==> config.mk <==
export PLATFORM = sky130hd
export DESIGN_NAME = pbuff_write_sched
export DESIGN_NICKNAME = d
export VERILOG_FILES = /design/src/rtl/pbuff_write_sched.sv
export SDC_FILE = /design/constraint.sdc
export NUM_CORES = 1
export LEC_CHECK = 0
export ABC_AREA = 1
export BUFFER_PORTS_ARGS = -buffer_cell sky130_fd_sc_hd__buf_2
export CAP_MARGIN = 20
export CORE_UTILIZATION = 58
export DETAILED_ROUTE_END_ITERATION = 10
export PLACE_DENSITY = 0.85
export SLEW_MARGIN = 10
export SYNTH_ARGS = -nofsm -noshare
export SYNTH_HDL_FRONTEND = slang
export SYNTH_SLANG_ARGS = --single-unit
==> constraint.sdc <==
create_clock -name clk_clk -period 2.8 [get_ports clk_clk]
set_clock_uncertainty 0.1 [all_clocks]
set_input_delay 0.42 -clock clk_clk [delete_from_list [all_inputs] [get_ports clk_clk]]
set_output_delay 0.42 -clock clk_clk [all_outputs]
set_load 0.03 [all_outputs]
==> src/rtl/pbuff_write_sched.sv <==
// Pixel-buffer write scheduler: one write per clock, CPU PIO writes win over the
// rectangle-fill engine, which stalls in place and resumes on the next free cycle.
// Ports: clk_clk/reset_reset_n; cpu_adr/cpu_data/cpu_wren (edge-requested PIO write);
// fill_start/fill_abort/fill_x0/fill_y0/fill_w/fill_h/fill_colour (fill control);
// pb_adr/pb_data/pb_wren (registered buffer write port); fill_busy/fill_done (status).
module pbuff_write_sched #(
    parameter int WIDTH  = 160,
    parameter int HEIGHT = 120,
    parameter int ADDR_W = 15,
    parameter int DATA_W = 4,
    parameter int X_W    = 8,
    parameter int Y_W    = 7
) (
    input  logic              clk_clk,
    input  logic              reset_reset_n,
    input  logic [ADDR_W-1:0] cpu_adr,
    input  logic [DATA_W-1:0] cpu_data,
    input  logic              cpu_wren,
    input  logic              fill_start,
    input  logic              fill_abort,
    input  logic [X_W-1:0]    fill_x0,
    input  logic [Y_W-1:0]    fill_y0,
    input  logic [X_W-1:0]    fill_w,
    input  logic [Y_W-1:0]    fill_h,
    input  logic [DATA_W-1:0] fill_colour,
    output logic [ADDR_W-1:0] pb_adr,
    output logic [DATA_W-1:0] pb_data,
    output logic              pb_wren,
    output logic              fill_busy,
    output logic              fill_done
);

    typedef enum logic {IDLE, FILL} state_t;

    localparam logic [X_W:0]      WIDTH_E  = WIDTH[X_W:0];
    localparam logic [Y_W:0]      HEIGHT_E = HEIGHT[Y_W:0];
    localparam logic [ADDR_W-1:0] WIDTH_A  = WIDTH[ADDR_W-1:0];

    state_t            state;
    logic              cpu_wren_q;
    logic [DATA_W-1:0] colour_q;
    logic [X_W-1:0]    x0_q;
    logic [X_W-1:0]    w_q;
    logic [Y_W-1:0]    h_q;
    logic [X_W-1:0]    col;
    logic [Y_W-1:0]    row;
    logic [ADDR_W-1:0] row_base;

    logic              cpu_req;
    logic [X_W:0]      w_room;
    logic [Y_W:0]      h_room;
    logic [X_W-1:0]    w_clip;
    logic [Y_W-1:0]    h_clip;
    logic              last_col;
    logic              last_row;
    logic [ADDR_W-1:0] fill_adr;

    // Constant multiply by WIDTH as a sum of shifted copies of y.
    function automatic logic [ADDR_W-1:0] times_width(input logic [Y_W-1:0] y);
        logic [ADDR_W-1:0] acc;
        acc = '0;
        for (int i = 0; i < ADDR_W; i++) begin
            if (WIDTH_A[i]) acc = acc + (ADDR_W'(y) << i);
        end
        return acc;
    endfunction

    assign cpu_req = cpu_wren & ~cpu_wren_q;

    // Clip the requested rectangle against the right and bottom edges.
    always_comb begin
        w_room = '0;
        h_room = '0;
        w_clip = '0;
        h_clip = '0;
        if ({1'b0, fill_x0} < WIDTH_E) begin
            w_room = WIDTH_E - {1'b0, fill_x0};
            w_clip = ({1'b0, fill_w} < w_room) ? fill_w : w_room[X_W-1:0];
        end
        if ({1'b0, fill_y0} < HEIGHT_E) begin
            h_room = HEIGHT_E - {1'b0, fill_y0};
            h_clip = ({1'b0, fill_h} < h_room) ? fill_h : h_room[Y_W-1:0];
        end
    end

    assign last_col = (col == w_q - X_W'(1));
    assign last_row = (row == h_q - Y_W'(1));
    assign fill_adr = row_base + ADDR_W'(x0_q) + ADDR_W'(col);

    always_ff @(posedge clk_clk or negedge reset_reset_n) begin
        if (!reset_reset_n) begin
            state      <= IDLE;
            cpu_wren_q <= 1'b0;
            colour_q   <= '0;
            x0_q       <= '0;
            w_q        <= '0;
            h_q        <= '0;
            col        <= '0;
            row        <= '0;
            row_base   <= '0;
            pb_adr     <= '0;
            pb_data    <= '0;
            pb_wren    <= 1'b0;
            fill_busy  <= 1'b0;
            fill_done  <= 1'b0;
        end else begin
            cpu_wren_q <= cpu_wren;
            pb_wren    <= 1'b0;
            fill_done  <= 1'b0;
            if (cpu_req) begin
                pb_adr  <= cpu_adr;
                pb_data <= cpu_data;
                pb_wren <= 1'b1;
            end
            case (state)
                IDLE: begin
                    if (fill_start) begin
                        colour_q <= fill_colour;
                        x0_q     <= fill_x0;
                        w_q      <= w_clip;
                        h_q      <= h_clip;
                        col      <= '0;
                        row      <= '0;
                        row_base <= times_width(fill_y0);
                        if (w_clip == '0 || h_clip == '0) begin
                            fill_done <= 1'b1;
                        end else begin
                            state     <= FILL;
                            fill_busy <= 1'b1;
                        end
                    end
                end
                FILL: begin
                    if (fill_abort) begin
                        state     <= IDLE;
                        fill_busy <= 1'b0;
                        fill_done <= 1'b1;
                    end else if (!cpu_req) begin
                        pb_adr  <= fill_adr;
                        pb_data <= colour_q;
                        pb_wren <= 1'b1;
                        if (last_col) begin
                            col      <= '0;
                            row      <= row + Y_W'(1);
                            row_base <= row_base + WIDTH_A;
                            if (last_row) begin
                                state     <= IDLE;
                                fill_busy <= 1'b0;
                                fill_done <= 1'b1;
                            end
                        end else begin
                            col <= col + X_W'(1);
                        end
                    end
                end
                default: state <= IDLE;
            endcase
        end
    end

endmodule

Yosys cells after proc, flatten, opt, wreduce, memory -nomap -nowiden

Cells that the tools add are included.

Register bits after elaboration: 81
Input bits: 58
Output and inout bits: 22
Logic and storage cells: 102

$add $sub $neg: 10
$lt $le $gt $ge: 4
Eq/ne operators: 10
Mux-type cells: 54
Bitwise logic cells: 3
Reduce and logical (&&, ||, !) cells: 7

Operator list:

| operator                | count |
|---|---|
| $mux W15                | 10 |
| $mux W8                 | 6 |
| $mux W7                 | 6 |
| $add A15 B8 Y15         | 2 |
| $pmux W15 S2            | 1 |
| $mux W1                 | 22 |
| $mux W4                 | 4 |
| $pmux W8 S2             | 1 |
| $add A15 B14 Y15        | 1 |
| $add A15 B8 Y15 const B | 1 |
| $pmux W7 S2             | 1 |
| $lt A8 B9 Y1            | 1 |
| $sub A8 B8 Y9 const A   | 1 |
| $add A8 B1 Y8 const B   | 1 |
| $eq A8 B8 Y1            | 1 |
| $logic_not A8 Y1        | 1 |
| $lt A7 B8 Y1            | 1 |
| $lt A8 B8 Y1 const B    | 1 |
| $ne A2 B2 Y1 const B    | 4 |
| $sub A7 B7 Y8 const A   | 1 |
| $sub A8 B1 Y8 const B   | 1 |
| $add A7 B1 Y7 const B   | 1 |
| $eq A7 B7 Y1            | 1 |
| $logic_not A7 Y1        | 1 |
| other kinds (13)        | 17 |

Longest topological paths before layout

Depth in word-level cells: 9
Gate-level depth with buffers: 20

Worst setup path before layout

OpenSTA, ideal clock, no wires.

Kind: input to register
Start: input port fill_y0[1]
End: register fill_done
Library setup time: 118 ps
Data arrival time: 2390 ps
Required time: 2582 ps
Setup slack: 192 ps
Cell stages on the path: 18
Buffers on the path: 0
Cell sequence: inv_1 -> ha_1 -> nand2_1 -> nand2_1 -> nor3_1 -> xor2_1 -> ha_1 -> inv_1 -> nor2_1 -> o21ai_2 -> nand2_4 -> nand2_1 -> nand2_1 -> nor2_2 -> nor2_1 -> nand2_1 -> nand2_1 -> a21o_1

Cells in the longest elaborated chain, start to end: 9
Elaborated cells between the ends (all ways): 10
Those cells by class: 1 x add/sub; 2 x order compare; 5 x mux; 2 x reduce/logical

Ends and longest elaborated chain:

| item                   | RTL line | RTL |
|---|---|---|
| from (decl)            | 22       | `input logic [Y_W-1:0] fill_y0,` |
| $sub A7 B7 Y8          | 81       | `h_room = HEIGHT_E - {1'b0, fill_y0};` |
| $lt A7 B8 Y1           | 82       | `h_clip = ({1'b0, fill_h} < h_room) ? fill_h : h_room[Y_W-1:0];` |
| $mux W7                | 82       |  |
| $mux W7 (*)            | 80       | `if ({1'b0, fill_y0} < HEIGHT_E) begin` |
| $logic_not A7 Y1 (*)   | 125      | `if (w_clip == '0 \|\| h_clip == '0) begin` |
| $logic_or A1 B1 Y1 (*) | 125      |  |
| $mux W1 (*)            | 125      |  |
| $mux W1 (*)            | 117      | `if (fill_start) begin` |
| $pmux W1 S2 (*)        | 115      | `case (state)` |
| to (signal assigned)   | 109      | `fill_done <= 1'b0;` |
| to (signal assigned)   | 126      | `fill_done <= 1'b1;` |
| to (signal assigned)   | 137      | `fill_done <= 1'b1;` |
| to (decl)              | 30       | `output logic fill_done` |

Mark *: on every way between the ends. The rest lies on a longest branch, timed or not.
A chain may end at the register's enable or synchronous reset.

Final worst setup path

Start: register col[1]
End: register pb_adr[11]

Cells in the longest elaborated chain, start to end: 4

Ends and longest elaborated chain:

| item                   | RTL line | RTL |
|---|---|---|
| from (decl)            | 45       | `logic [X_W-1:0] col;` |
| from (signal assigned) | 152      | `col <= col + X_W'(1);` |
| $add A15 B8 Y15        | 88       | `assign fill_adr = row_base + ADDR_W'(x0_q) + ADDR_W'(col);` |
| $mux W15               | 138      | `end else if (!cpu_req) begin` |
| $mux W15               | 134      | `if (fill_abort) begin` |
| $mux W15               | 115      |  |
| to (signal assigned)   | 111      | `pb_adr <= cpu_adr;` |
| to (signal assigned)   | 139      | `pb_adr <= fill_adr;` |
| to (decl)              | 26       | `output logic [ADDR_W-1:0] pb_adr,` |

Every way passes these cells.

==> metrics.md <==
| Metric | Value |
|---|---|
| FMAX | `376 MHz` |
| WHS | `0.0908 ns` |
| # DRC | `0` |
| Largest net degree at the start of global routing | `48` |
| DR pass1 iterations | `5` |
| Hold Fails Final Rpt | `0` |
| Die ar. | `0.00990 mm2` |
| Period utilisation layout | `0.949` |
| Global-route usage over all layers | `0.279` |
| Finished Core Util | `0.688` |
| Synth Flop Type | `dfrtp_1` |
| Max Buffers Root-to-Sink | `2` |
| Post-route design area | `0.00636 mm2` |
| Clk slew on worst S/H paths | `0.08 ns` |
| Status | `finished clean` |
| Most used cell, CP | `inv_1` |
| Worst rel slew slack | `0.603` |
| Number of flops mapped to enable cells by yosys | `0` |
| Layout Area Growth over Synthesis | `15.3%` |
| Cell type with the largest total area after synthesis | `dfrtp_1` |
| Area of the core | `0.00924 mm2` |
| Worst Hold Class | `input port to flip-flop` |
| CP max stage cell | `dfrtp_1` |
| Crit-path cells | `ha_1 > ha_1 > inv_1 > fa_1 > inv_1 > nand2_1 > a21oi_2 > nor2_1 > o21ai_2 > buf_4 > nand4_1 > nand3_1 > nand2_1 > inv_1 > o21ai_1` |
| Most frequent cells in the layout | `202 x nand2_1, 79 x inv_1, 79 x buf_2` |
| Vias per cell | `5.38` |
| Clock buffer count from CTS | `9` |
| Hpwl dp | `9910 um` |
| Worst-margin pin slew | `0.595 ns` |
| Starting DRT DRC Count | `264` |
| Rows | `35` |
| Ys Warns | `0` |
| Synth Net Count | `847` |
| Syn Inst Count | `746` |
| H-tree levels | `3` |
| ANT nets after route | `0` |
| Lkg Pwr | `0.00329 uW` |
| CP Capture Type | `flip-flop` |
| Die X | `99.5 um` |
| Crit-path max FO | `5` |
| Tot Pwr | `4570 uW` |
| DP Area | `0.00612 mm2` |
| #FFs+latches synth | `76` |
| Worst setup SP type | `flip-flop` |
| Routed len/inst | `13.4 um` |
| Clock latency on the worst-skew pair | `0.36 ns` |
| Post-synthesis sequential area ratio | `0.345` |
| Vias in the first global route | `5,098` |
| I/O Buffers | `79` |
| Most common cell after layout, fill and taps aside | `nand2_1` |
| RSZ-0062 raised after global routing | `no` |
| Pwr per Cell Area | `720 mW/mm2` |
| CP Class | `flip-flop to flip-flop` |
| Ys async rst share | `1.00` |
| Final slew viol count | `0` |
| Chip Height | `99.5 um` |
| Critical Path RT | `2.95 ns` |
| Post-CTS Setup Inserts | `0` |
| Final setup fails | `0` |
| Syn_area_per_cell | `7.39 um2` |
| Share of layout cells above drive strength 1 | `0.171` |
| Count of cell types in the netlist | `43` |
| Final min period | `2.66 ns` |
| Initial antenna violation count | `0` |
| Remaining Overflow, GRT | `0` |
| Clock root buffer | `clkbuf_8` |
| N_diodes | `0` |
| DR vias | `5,254` |
| Peak supply drop | `0.438 mV` |
| Routability Congestion | `0.906` |
| CP max stage delay | `0.45 ns` |
| Most area-consuming cells after synthesis | `dfrtp_1 34%, nand2_1 14%, ha_1 8.6%` |
| Initial core utilization | `0.597` |
| Crit path DAT | `2.80 ns` |
| CTS tree | `built` |
| Max cap viols | `0` |
| Synth top area share | `0.345` |
| Mapped Area | `0.00551 mm2` |
| First-pass GRT wire length | `22,300 um` |
| Final wirelength | `13,000 um` |
| Clock sinks | `76` |
| Ports | `80` |
| Net count reported at finish | `943` |
-- synth_stat cells, types with 3 or more instances --
library cell	instances
nor3_1	11
nor2_2	5
o22ai_1	9
buf_6	5
o211ai_1	4
ha_1	38
a31oi_1	4
nand3_1	57
nand2_2	4
a21oi_1	36
fa_1	5
inv_1	79
nand3b_1	4
xnor2_1	13
nand2_1	202
o21ai_1	4
inv_2	3
xor2_1	27
nor2_1	62
clkbuf_1	8
dfrtp_1	76
o21ai_0	54
nand4_1	6
-- area by class of cell --
class	instances	area (um2)
clock buffer	11	141
timing repair buffer	100	556
inverter	86	332
sequential	76	1900
tap	129	161
fill	742	2880
multi-input combinational	569	3210
clock inverter	5	58.8
-- flip-flops by register name, summed over array words and instances, names as in the netlist, 4 cells and up --
| name | flops |
|---|---|
| col | 8 |
| colour_q | 4 |
| h_q | 7 |
| pb_adr | 15 |
| pb_data | 4 |
| row | 7 |
| row_base | 10 |
| w_q | 8 |
| x0_q | 8 |
-- repair_timing --
action,in CTS,in global routing
hold buffers,1,0
endpoints found under the hold margin,25,0
setup endpoints to repair,0,4
resized for setup,0,8
-- power breakdown --
| group | internal, uW | switching (uW) | total (uW) |
|---|---|---|---|
| registers | 1390 | 291 | 1680 |
| clock network | 438 | 423 | 861 |
| logic | 758 | 1270 | 2030 |
-- worst max-delay path, delay by kind of cell, from the launching register on --
family,cells,cell delay (ns)
buffers and inverters,4,0.36
adder cells (fa/ha/maj),3,0.82
flip-flops,1,0.45
AND/OR/NAND/NOR,5,0.40
AO/OA/AOI/OAI,3,0.41
-- metrics by stage --
step | worst slack (ns) | instances | setup TNS, ns
3_3_place_gp | -0.0206 | 959 | -0.0206
3_5_place_dp | -0.166 | 959 | -0.414
4_1_cts | 0.0545 | 976 | 0
5_1_grt | 0.00888 | 976 | 0
6_report | 0.142 | 976 | 0
2_1_floorplan | 0.192 | 746 | 0
-- final timing paths --
check / from / to / slack, ns / cells past startpoint
max: col[1] / pb_adr[11] / 0.14 / 15
max in group asynchronous: reset_reset_n / row[1] / 1.30 / 3
min: cpu_wren / cpu_wren_q / 0.09 / 1
min reg2reg: w_q[1] / w_q[1] / 0.39 / 2
min in group asynchronous: reset_reset_n / pb_adr[1] / 0.50 / 2
max reg2reg: col[1] / pb_adr[11] / 0.14 / 15
-- cells by family (layout without fill, tap and decap cells) --
family                     after synthesis  count (layout)  synth area share
AOI/OAI and AO/OA                      121             121             0.120
xor gates and xnor gates                40              40            0.0636
buffers and inverters                  101             202            0.0776
DFF                                     76              76             0.345
adders and majority gates               43              43             0.104
and+or+nand+nor                        365             365             0.289
-- per-layer routing --
metal | part of all wire | GRT usage
met5 | 0 | 0
met4 | 0.017 | 0.0848
met3 | 0.051 | 0.0492
met2 | 0.48 | 0.482
met1 | 0.45 | 0.357
No activity file was read; power rests on OpenSTA's default activity.
